==> config.mk <==
export PLATFORM = sky130hd
export DESIGN_NAME = esteira_planta
export DESIGN_NICKNAME = d
export VERILOG_FILES = /design/src/rtl/esteira_planta.sv
export SDC_FILE = /design/constraint.sdc
export NUM_CORES = 1
export LEC_CHECK = 0
export ABC_CLOCK_PERIOD_IN_PS = 4600
export BUFFER_PORTS_ARGS = -buffer_cell sky130_fd_sc_hd__buf_2
export CAP_MARGIN = 5
export CELL_PAD_IN_SITES_DETAIL_PLACEMENT = 1
export CELL_PAD_IN_SITES_GLOBAL_PLACEMENT = 2
export CORE_MARGIN = 2
export CORE_UTILIZATION = 35
export CTS_BUF_LIST = sky130_fd_sc_hd__clkbuf_2
export CTS_CLUSTER_SIZE = 12
export DETAILED_ROUTE_END_ITERATION = 10
export PLACE_DENSITY = 0.95
export SETUP_SLACK_MARGIN = 0.15
export SLEW_MARGIN = 15
export SYNTH_ARGS = -nofsm -noshare
export SYNTH_HDL_FRONTEND = slang
export SYNTH_SLANG_ARGS = --single-unit
==> constraint.sdc <==
create_clock -name clk -period 4.6 [get_ports clk]
set_input_delay 0.69 -clock clk [delete_from_list [all_inputs] [get_ports clk]]
set_output_delay 0.69 -clock clk [all_outputs]
set_load 0.02 [all_outputs]
==> src/rtl/esteira_planta.sv <==
// Plant-side responder for the bottling-line controller: conveyor position, filler level,
// cork stock and bottle/dozen counters. Also usable as a closed-loop plant model.
module esteira_planta #(
  parameter int unsigned T_TRECHO   = 8,
  parameter int unsigned T_ENCHER   = 5,
  parameter int unsigned ROLHA_W    = 5,
  parameter int unsigned ROLHAS_INI = 10,
  parameter int unsigned ROLHAS_MAX = 20,
  parameter int unsigned DUZIA_W    = 4
) (
  input  logic               clk,
  input  logic               Reset,
  input  logic               Comando_Mover_Esteira,
  input  logic               Valv_Enchimento,
  input  logic               Dec_Rolha,
  input  logic               Inc_Duzia,
  input  logic               Reposicao_Rolha,
  output logic               Motor_Parado_Pos_Enchimento,
  output logic               Motor_Parado_Pos_CQ,
  output logic               Motor_Parado_Pos_Lacre,
  output logic               Sensor_Garrafa_Cheia,
  output logic               Rolha_Disponivel,
  output logic [ROLHA_W-1:0] Estoque_Rolhas,
  output logic [3:0]         Contador_Garrafas,
  output logic [DUZIA_W-1:0] Contador_Duzias,
  output logic               Duzia_Completa,
  output logic               Motor_Ligado
);

  localparam int unsigned TW = (T_TRECHO > 2) ? $clog2(T_TRECHO) : 1;
  localparam int unsigned NW = $clog2(T_ENCHER + 1);

  localparam logic [TW-1:0]      TRECHO_ULT  = TW'(T_TRECHO - 1);
  localparam logic [NW-1:0]      NIVEL_CHEIO = NW'(T_ENCHER);
  localparam logic [ROLHA_W-1:0] STOCK_INI   = ROLHA_W'(ROLHAS_INI);
  localparam logic [ROLHA_W-1:0] STOCK_MAX   = ROLHA_W'(ROLHAS_MAX);

  localparam logic [1:0] POS_ENCH  = 2'd0;
  localparam logic [1:0] POS_CQ    = 2'd1;
  localparam logic [1:0] POS_LACRE = 2'd2;

  logic [1:0]         pos_q, pos_d, pos_prox;
  logic               em_estacao_q, em_estacao_d;
  logic [TW-1:0]      trecho_q, trecho_d;
  logic [NW-1:0]      nivel_q, nivel_d;
  logic [ROLHA_W-1:0] stock_q, stock_d;
  logic [3:0]         garrafas_q, garrafas_d;
  logic [DUZIA_W-1:0] duzias_q, duzias_d;
  logic               duzia_completa_q, duzia_completa_d;
  logic               motor_ligado_q;

  always_comb begin
    unique case (pos_q)
      POS_ENCH:  pos_prox = POS_CQ;
      POS_CQ:    pos_prox = POS_LACRE;
      default:   pos_prox = POS_ENCH;
    endcase
  end

  // Conveyor travel and filler level. The departure cycle already counts as travel,
  // and leaving the filler empties the level so the next bottle starts dry.
  always_comb begin
    pos_d        = pos_q;
    em_estacao_d = em_estacao_q;
    trecho_d     = trecho_q;
    nivel_d      = nivel_q;
    if (Comando_Mover_Esteira) begin
      if (em_estacao_q) begin
        em_estacao_d = 1'b0;
        trecho_d     = TW'(1);
        if (pos_q == POS_ENCH) begin
          nivel_d = '0;
        end
      end else if (trecho_q == TRECHO_ULT) begin
        em_estacao_d = 1'b1;
        trecho_d     = '0;
        pos_d        = pos_prox;
      end else begin
        trecho_d = trecho_q + TW'(1);
      end
    end else if (Valv_Enchimento && em_estacao_q && (pos_q == POS_ENCH) &&
                 (nivel_q != NIVEL_CHEIO)) begin
      nivel_d = nivel_q + NW'(1);
    end
  end

  always_comb begin
    stock_d = stock_q;
    if (Reposicao_Rolha) begin
      stock_d = STOCK_MAX;
    end else if (Dec_Rolha && (stock_q != '0)) begin
      stock_d = stock_q - ROLHA_W'(1);
    end
  end

  always_comb begin
    garrafas_d       = garrafas_q;
    duzias_d         = duzias_q;
    duzia_completa_d = 1'b0;
    if (Inc_Duzia) begin
      if (garrafas_q == 4'd11) begin
        garrafas_d       = '0;
        duzias_d         = duzias_q + DUZIA_W'(1);
        duzia_completa_d = 1'b1;
      end else begin
        garrafas_d = garrafas_q + 4'd1;
      end
    end
  end

  always_ff @(posedge clk) begin
    if (!Reset) begin
      pos_q            <= POS_ENCH;
      em_estacao_q     <= 1'b1;
      trecho_q         <= '0;
      nivel_q          <= '0;
      stock_q          <= STOCK_INI;
      garrafas_q       <= '0;
      duzias_q         <= '0;
      duzia_completa_q <= 1'b0;
      motor_ligado_q   <= 1'b0;
    end else begin
      pos_q            <= pos_d;
      em_estacao_q     <= em_estacao_d;
      trecho_q         <= trecho_d;
      nivel_q          <= nivel_d;
      stock_q          <= stock_d;
      garrafas_q       <= garrafas_d;
      duzias_q         <= duzias_d;
      duzia_completa_q <= duzia_completa_d;
      motor_ligado_q   <= Comando_Mover_Esteira;
    end
  end

  // Status is decoded from registers only: the controller derives its motor command from it.
  assign Motor_Parado_Pos_Enchimento = em_estacao_q && (pos_q == POS_ENCH);
  assign Motor_Parado_Pos_CQ         = em_estacao_q && (pos_q == POS_CQ);
  assign Motor_Parado_Pos_Lacre      = em_estacao_q && (pos_q == POS_LACRE);
  assign Sensor_Garrafa_Cheia        = (nivel_q == NIVEL_CHEIO);
  assign Rolha_Disponivel            = (stock_q != '0);
  assign Estoque_Rolhas              = stock_q;
  assign Contador_Garrafas           = garrafas_q;
  assign Contador_Duzias             = duzias_q;
  assign Duzia_Completa              = duzia_completa_q;
  assign Motor_Ligado                = motor_ligado_q;

endmodule

* After elaboration in Yosys (flattened, before gate mapping)
Index checks and enable logic that the tools add are counted.
Word-level totals: output and inout bits 20, flip-flop bits (word level) 24, word-level logic and storage cells 54, input port bits 7
Cells by class: mux-type cells 13, add/subtract/negate cells 5, bitwise operators 2, equal/unequal tests 8, reductions and logical operators 16
Operators by type and width (number):
- 3-bit 2-to-1 mux | 6
- 5-bit 2-to-1 mux | 2
- 4-bit by 1-bit adder with 4-bit output, second input constant | 2
- 1-bit logical AND | 7
- 3-bit by 1-bit adder with 3-bit output, second input constant | 2
- 3-bit equality test, second input constant | 2
- 3-bit AND reduction | 2
- 5-bit nonzero test | 1
- 5-bit by 1-bit subtractor with 5-bit output, second input constant | 1
- 4-bit equality test, second input constant | 1
- 4-bit 2-to-1 mux | 1
- 2-bit by 1-bit != test with 1-bit output, second input constant | 2
- 2-bit one-hot mux with 2 select lines | 1
- 2-bit AND reduction | 2
- 2-bit nonzero test | 2
- 1-bit 2-to-1 mux | 3
- 3-bit != test, second input constant | 1
- 2-bit by 1-bit equality test with 1-bit output, second input constant | 1
- 2-bit equality test, second input constant | 1
- 2-bit zero test | 1
- 1-bit NOT | 2
- 2-bit OR reduction | 1

* Longest topological paths before layout
Gate-level depths: netlist (run 1).
word-level depth 5, gate-level depth with buffers 6

* Worst setup path after synthesis (run 1)
No wires, ideal clock.
path type register -> output, start reg stock_q[0] (netlist: Estoque_Rolhas[0]), end out Rolha_Disponivel, path slack 2643 ps, path buffers 1, cell stages (with the launch flop) 5, data required time 3910 ps, arrival time 1267 ps, path through dfxtp_1 -> inv_1 -> ha_1 -> or4b_4 -> buf_6
On the way: longest elaborated chain between the ends 1
Ends and longest elaborated chain:
- start: declaration | line 46 | logic [ROLHA_W-1:0] stock_q, stock_d;
- start signal: assignment | line 127 | stock_q <= stock_d;
- 5-bit nonzero test | line 140 | assign Rolha_Disponivel = (stock_q != '0);
- end: declaration | line 22 | output logic Rolha_Disponivel,
Every way passes these cells.

* Final worst setup path (run 1)
Same ends and word-level chain as after synthesis.

==> flow_metrics.tcl, run 1 <==
set metrics [dict create \
    maximum_number_of_pins_on_one_net_before_global_route_repair 17 \
    synth_edf_count 0 \
    met2_wirelength_mm 1.20 \
    grt_setup_unrepaired "no" \
    drive_gt1_share_pct 24.0 \
    antennaDiodeCount 0 \
    path_cells "inv_1, ha_1, or4b_4, buf_2" \
    fin_worst_hold_slack_ps 498 \
    asyncSetResetFlopFracSynth_pct 0 \
    htreeDepth 1 \
    startpoint_type "register" \
    ys_seq_elements 24 \
    critical_path.n_buffers_inverters 2 \
    multi_input_area_um2 602 \
    postLayoutCellArea_um2 1310 \
    summed_negative_setup_slack_over_all_endpoints_ps 0 \
    grt.overflow.total 0 \
    grt_usage_pct 14.8 \
    clock_sink_count 24 \
    max-vdd-ir-drop_mv 0.153 \
    tightest_slew_ps 569 \
    timing.hold.worst_endpoint "Contador_Duzias[3]$_SDFFE_PN0P_" \
    pwr-share-comb_pct 14.3 \
    fin_total_pwr_mw 0.358 \
    vias 943 \
    cts_root_buf "sky130_fd_sc_hd__clkbuf_2" \
    max_slew_margin_pct 62.0 \
    placeableCoreArea_um2 3050 \
    mappedNetlistArea_um2 1130 \
    hold_viol 0 \
    yosysUniqueCellTypes 37 \
    synth-main-ff-cell "sky130_fd_sc_hd__dfxtp_1" \
    grt_pass1_vias 959 \
    layout_common_cells "26 x sky130_fd_sc_hd__buf_2, 24 x sky130_fd_sc_hd__dfxtp_1, 13 x sky130_fd_sc_hd__a21oi_1, 10 x sky130_fd_sc_hd__nor2_1" \
    critical_path_class "reg -> out" \
    r2r_slack_ps 2840 \
    globalplace.congestion 0.713 \
    drt_iter0_markers 10 \
    dieWidth_um 60.8 \
    cts_tree "yes" \
    internal_power_mw 0.256 \
    start_util_pct 36.9 \
    nets 161 \
    path_clk_slew_ps 200 \
    die_h_um 60.8 \
    highest-signal-layer "met4" \
    critPathTopFamily "simple AND/OR/NAND/NOR gates" \
    power_switching_mw 0.101 \
    cts-buffers-inserted 3 \
    port_buffers 26 \
    std_cell_rows 20 \
    maxCapViolCount 0 \
    grt_pass1_wl_mm 4.12 \
    yosysWarnings 0 \
    post_dp_cell_area_um2 1290 \
    min_delay_src "Contador_Duzias[3]$_SDFFE_PN0P_" \
    seq_power_share_pct 63.0 \
    timing.clock.skew_ps 16.1 \
    portion_of_synthesized_cell_area_occupied_by_the_leading_cell_type_pct 42.6 \
    synth_seq_area_share_pct 42.6 \
    netSwitchingFraction_pct 28.3 \
    met3RoutedLength_um 69 \
    worstReg2RegEnd "Estoque_Rolhas[0]$_SDFFE_PP0P_" \
    worst-path-max-fanout 7 \
    antenna_violations_before_repair 0 \
    maximum_number_of_buffers_from_clock_root_to_sink 2 \
    n_fill_cell 388 \
    detail_route.wirelength.met1_mm 1.07 \
    min_period_ps 2410 \
    clock_power_share_pct 22.8 \
    vias_per_cell 4.96 \
    post_synth.cell_area_avg_um2 9.47 \
    netlist.top_cell.by_area "sky130_fd_sc_hd__dfxtp_1" \
    area_occupied_by_registers_um2 480 \
    top_level_ports 27 \
    post_cts_buffers 0 \
    worstHoldPathType "reg -> reg" \
    worstPathArrival_ps 1720 \
    finalMaxSlewViolations 0 \
    cts-resized-gates 0 \
    fin_crit_sh_pct 52.4 \
    cp_data_required_time_ps 3910 \
    finalCoreUtilization_pct 43.0 \
    die_area_um2 3690 \
    routed_wirelength_mm 2.36 \
    place_hpwl_mm 1.85 \
    status "finished clean" \
    p_leak_nw 0.602 \
    p_per_area_nw_per_um2 272 \
    critical-path-max-stage-delay_ps 520 \
    setup_viol 0 \
    end_kind "primary output" \
    clk-insertion-delay-late_ps 350 \
    drc 0 \
    critPathSlowestCell "sky130_fd_sc_hd__or4b_4" \
    regToRegStartpoint "Estoque_Rolhas[0]$_SDFFE_PP0P_" \
    maxClockFrequency_ghz 0.415 \
    drt_pass1_iterations 4 \
    reg2regPathDepth 5 \
    netlist_top_cells_area "sky130_fd_sc_hd__dfxtp_1 43%, sky130_fd_sc_hd__ha_1 7.8%, sky130_fd_sc_hd__a21oi_1 5.8%" \
    cells_on_worst_hold_path 2 \
    cts_hold_fix_bufs 0 \
    areaGrowthSynthToFinish_pct 16.4 \
    synth_cells 119 \
    post_drt_wl_per_cell_um 12.4 \
    postSynthNetCount 133 \
    drtAntennaViolNets 0 \
    most_common_cell_after_layout_fill_and_taps_aside "sky130_fd_sc_hd__buf_2" \
]
-- final cells by class --
cell class / instances / share of cell area (%)
Clock buffer: 3 / 1.14
Clock inverter: 1 / 0.286
Inverter: 7 / 2.00
Multi-Input combinational cell: 85 / 45.9
Sequential cell: 24 / 36.6
Tap cell: 44 / 4.19
Timing Repair Buffer: 26 / 9.91
-- power groups by stage --
stage	Combinational (mW)	Clock (mW)	Sequential, mW
after floorplan	0.0274	0	0.235
after global placement	0.0493	0	0.229
after detailed placement	0.0520	0	0.230
after CTS	0.0522	0.0863	0.225
after global routing	0.0570	0.0964	0.227
final	0.0510	0.0813	0.225
-- per-stage QoR --
| stage | setup slack, ps | instances |
|---|---|---|
| floorplan | 2640 | 119 |
| global placement | 2640 | 186 |
| detailed placement | 2590 | 186 |
| CTS | 2170 | 190 |
| global route | 2060 | 190 |
| finish | 2190 | 190 |
-- synthesized netlist by cell type (2+ instances only) --
master and instances:
sky130_fd_sc_hd__nand2_1 7, sky130_fd_sc_hd__and2_1 2, sky130_fd_sc_hd__nor2_1 10, sky130_fd_sc_hd__mux2i_1 3, sky130_fd_sc_hd__or3_1 5, sky130_fd_sc_hd__ha_1 7, sky130_fd_sc_hd__a21oi_1 13, sky130_fd_sc_hd__or3b_2 2
sky130_fd_sc_hd__and3b_1 2, sky130_fd_sc_hd__nor3_1 2, sky130_fd_sc_hd__clkbuf_1 2, sky130_fd_sc_hd__xor2_1 2, sky130_fd_sc_hd__o21ai_0 4, sky130_fd_sc_hd__dfxtp_1 24, sky130_fd_sc_hd__nand3_1 2, sky130_fd_sc_hd__inv_1 7
sky130_fd_sc_hd__nor2b_1 3, sky130_fd_sc_hd__o31ai_1 3
-- layer usage --
metal	up-vias	track usage [%]
met1	448	16.8
met4	0	5.59
met3	4	3.84
met2	15	26.6
li1	476	-
met5	-	0
-- tightest hold or removal path, stage by stage (launching register included) --
cell	delay, ps
sky130_fd_sc_hd__dfxtp_1	360
sky130_fd_sc_hd__o21ai_0	70
sky130_fd_sc_hd__a21oi_1	60
-- sequential cells by signal, indices dropped and copies added (netlist names) --
| register | flops |
|---|---|
| Contador_Duzias | 4 |
| pos_q | 2 |
| nivel_q | 3 |
| em_estacao_q | 1 |
| Motor_Ligado | 1 |
| Estoque_Rolhas | 5 |
| Duzia_Completa | 1 |
| trecho_q | 3 |
| Contador_Garrafas | 4 |
-- how the worst max path moves through the flow --
stage / slack [ps] / endpoint / from / cells past startpoint
global placement: 2640 / Rolha_Disponivel / Estoque_Rolhas[0]$_SDFFE_PP0P_ / 4
detailed placement: 2590 / Rolha_Disponivel / Estoque_Rolhas[0]$_SDFFE_PP0P_ / 4
CTS: 2170 / Rolha_Disponivel / Estoque_Rolhas[0]$_SDFFE_PP0P_ / 4
floorplan: 2640 / Rolha_Disponivel / Estoque_Rolhas[0]$_SDFFE_PP0P_ / 4
global route: 2060 / Rolha_Disponivel / Estoque_Rolhas[0]$_SDFFE_PP0P_ / 4
finish: 2190 / Rolha_Disponivel / Estoque_Rolhas[0]$_SDFFE_PP0P_ / 4
-- kinds of logic (layout without fill, tap and decap cells) --
kind of cell,count (synthesis),in the layout,share of synthesized area [%]
AND/OR/NAND/NOR,46,46,24.5
AO/OA/AOI/OAI,26,26,16.1
flip-flops,24,24,42.6
buffers and inverters,10,37,4.00
adder cells (fa/ha/maj),7,7,7.77
XOR/XNOR,3,3,2.33
multiplexers,3,3,2.66
(Power assumes the default switching activity.)
==> run 2: changes to the inputs <==
Settings changed: ABC_CLOCK_PERIOD_IN_PS 4600 to 2050, CORE_UTILIZATION 35 to 30, PLACE_DENSITY 0.95 to 0.88.
Clock period 4.6 ns to 2.05 ns, I/O delays scaled along.
==> run 2 against run 1 <==
  * Flip-flop and latch count unchanged
  * Global-route usage decreased by 1.8 points
  * Utilization decreased by 5.2 points
  * First-iteration DRC count increased to 3.2 times the previous value
  * Design area increased by 4.6%
  * Clock power increased by 110%
  * Worst hold slack got worse by 280 ps
==> flow_metrics.tcl, run 2 (same netlist as run 1, synthesis figures left out) <==
set metrics [dict create \
    highest-signal-layer "met4" \
    setup_viol 0 \
    antennaDiodeCount 0 \
    maximum_number_of_pins_on_one_net_before_global_route_repair 17 \
    vias 963 \
    start_util_pct 31.0 \
    cp_data_required_time_ps 1740 \
    clk-insertion-delay-late_ps 330 \
    drt_iter0_markers 32 \
    timing.clock.skew_ps 7.94 \
    met3RoutedLength_um 99 \
    startpoint_type "register" \
    dp_cells 190 \
    maximum_number_of_buffers_from_clock_root_to_sink 2 \
    top_level_ports 27 \
    vias_per_cell 4.89 \
    layout_common_cells "25 x sky130_fd_sc_hd__buf_2, 20 x sky130_fd_sc_hd__dfxtp_1, 13 x sky130_fd_sc_hd__a21oi_1, 10 x sky130_fd_sc_hd__nor2_1, 7 x sky130_fd_sc_hd__nand2_1" \
    path_clk_slew_ps 210 \
    areaGrowthSynthToFinish_pct 21.8 \
    p_leak_nw 0.623 \
    grt_pass1_vias 965 \
    critical_path_class "reg -> out" \
    p_per_area_nw_per_um2 588 \
    met2_wirelength_mm 1.35 \
    cts_tree "yes" \
    drive_gt1_share_pct 30.9 \
    finalMaxSlewViolations 0 \
    worst-path-max-fanout 4 \
    most_common_cell_after_layout_fill_and_taps_aside "sky130_fd_sc_hd__buf_2" \
    cts_root_buf "sky130_fd_sc_hd__clkbuf_2" \
    std_cell_rows 22 \
    max_slew_margin_pct 62.4 \
    tightest_slew_ps 563 \
    placeableCoreArea_um2 3630 \
    die_h_um 65.3 \
    max-vdd-ir-drop_mv 0.365 \
    routed_wirelength_mm 2.58 \
    drtAntennaViolNets 0 \
    grt_setup_unrepaired "no" \
    maxClockFrequency_ghz 0.547 \
    clock_sink_count 24 \
    hold_viol 0 \
    largest_register_ff_count 5 \
    grt_pass1_wl_mm 4.36 \
    place_hpwl_mm 1.91 \
    antenna_violations_before_repair 0 \
    globalplace.congestion 0.711 \
    worstPathArrival_ps 1520 \
    post_drt_wl_per_cell_um 13.1 \
    htreeDepth 1 \
    nets 165 \
    status "finished clean" \
    fin_crit_sh_pct 89.2 \
    worstHoldPathType "in -> reg" \
    drt_pass1_iterations 4 \
    min_period_ps 1830 \
    end_kind "primary output" \
    maxCapViolCount 0 \
    grt.overflow.total 0 \
    drc 0 \
    r2r_slack_ps 300 \
    die_area_um2 4260 \
    setup_slack_placement_ps 306 \
    detail_route.wirelength.met1_mm 1.11 \
    grt_usage_pct 13.0 \
    final_critical_path_setup_slack_ps 222 \
    port_buffers 26 \
    summed_negative_setup_slack_over_all_endpoints_ps 0 \
    cts-buffers-inserted 3 \
    post_layout_nonfiller_instances 197 \
    dieWidth_um 65.3 \
]
[run 2: changes by cell type in the layout (fill, tap and decap cells not counted), moves of 2 or more]
cell	change
sky130_fd_sc_hd__buf_4	+4
sky130_fd_sc_hd__dfxtp_1	-4
sky130_fd_sc_hd__dfxtp_2	+3
sky130_fd_sc_hd__inv_1	-2
[run 2: layout make-up]
class	count	area (um^2)
Inverter	7	28.8
Tap cell	48	60.1
Sequential cell	24	488
Clock buffer	3	15.0
Multi-Input combinational cell	85	614
Fill cell	446	2260
Timing Repair Buffer	30	166
[run 2: worst max-delay path, cell delays in order, from the launching register on]
cell and delay (ps):
sky130_fd_sc_hd__dfxtp_4 410, sky130_fd_sc_hd__inv_4 60, sky130_fd_sc_hd__ha_4 120, sky130_fd_sc_hd__or4b_4 460, sky130_fd_sc_hd__buf_6 150
[run 2: what timing repair did]
item / CTS / global route
hold buffers: 0 / 0
pin swaps: 0 / 1
setup endpoints to repair: 1 / 2
resized for setup: 4 / 8
setup buffers: 2 / 2
[run 2: layer usage]
layer | up-vias | GRT usage [%]
met1 | 459 | 14.0
li1 | 484 | -
met5 | - | 0
met4 | 0 | 3.13
met2 | 18 | 25.4
met3 | 2 | 3.08
[run 2: where the power goes]
part | total [mW] | switching [mW] | internal, mW | leakage (nW)
Clock | 0.172 | 0.132 | 0.0399 | 0.0125
Sequential | 0.507 | 0.0206 | 0.487 | 0.197
Combinational | 0.128 | 0.0725 | 0.0551 | 0.414
Total | 0.807 | 0.225 | 0.582 | 0.623
[run 2: path summary, 6_finish.rpt]
kind	end	cells after the start	start
setup / recovery	Rolha_Disponivel	4	Estoque_Rolhas[1]$_SDFFE_PN1P_
hold reg to reg	pos_q[1]$_SDFFE_PN0P_	2	pos_q[1]$_SDFFE_PN0P_
setup reg to reg	Estoque_Rolhas[3]$_SDFFE_PN1P_	6	Estoque_Rolhas[1]$_SDFFE_PN1P_
hold / removal	em_estacao_q$_SDFFE_PN1P_	2	Reset
[run 2: through the flow]
stage	power (mW)	util, %	hold slack [ps]	area [um^2]
after floorplan	0.588	-	379	1130
after global placement	0.623	35.7	468	1300
after detailed placement	0.631	35.7	501	1300
after CTS	0.813	36.8	201	1340
after global routing	0.855	37.8	203	1370
final	0.807	37.8	215	1370
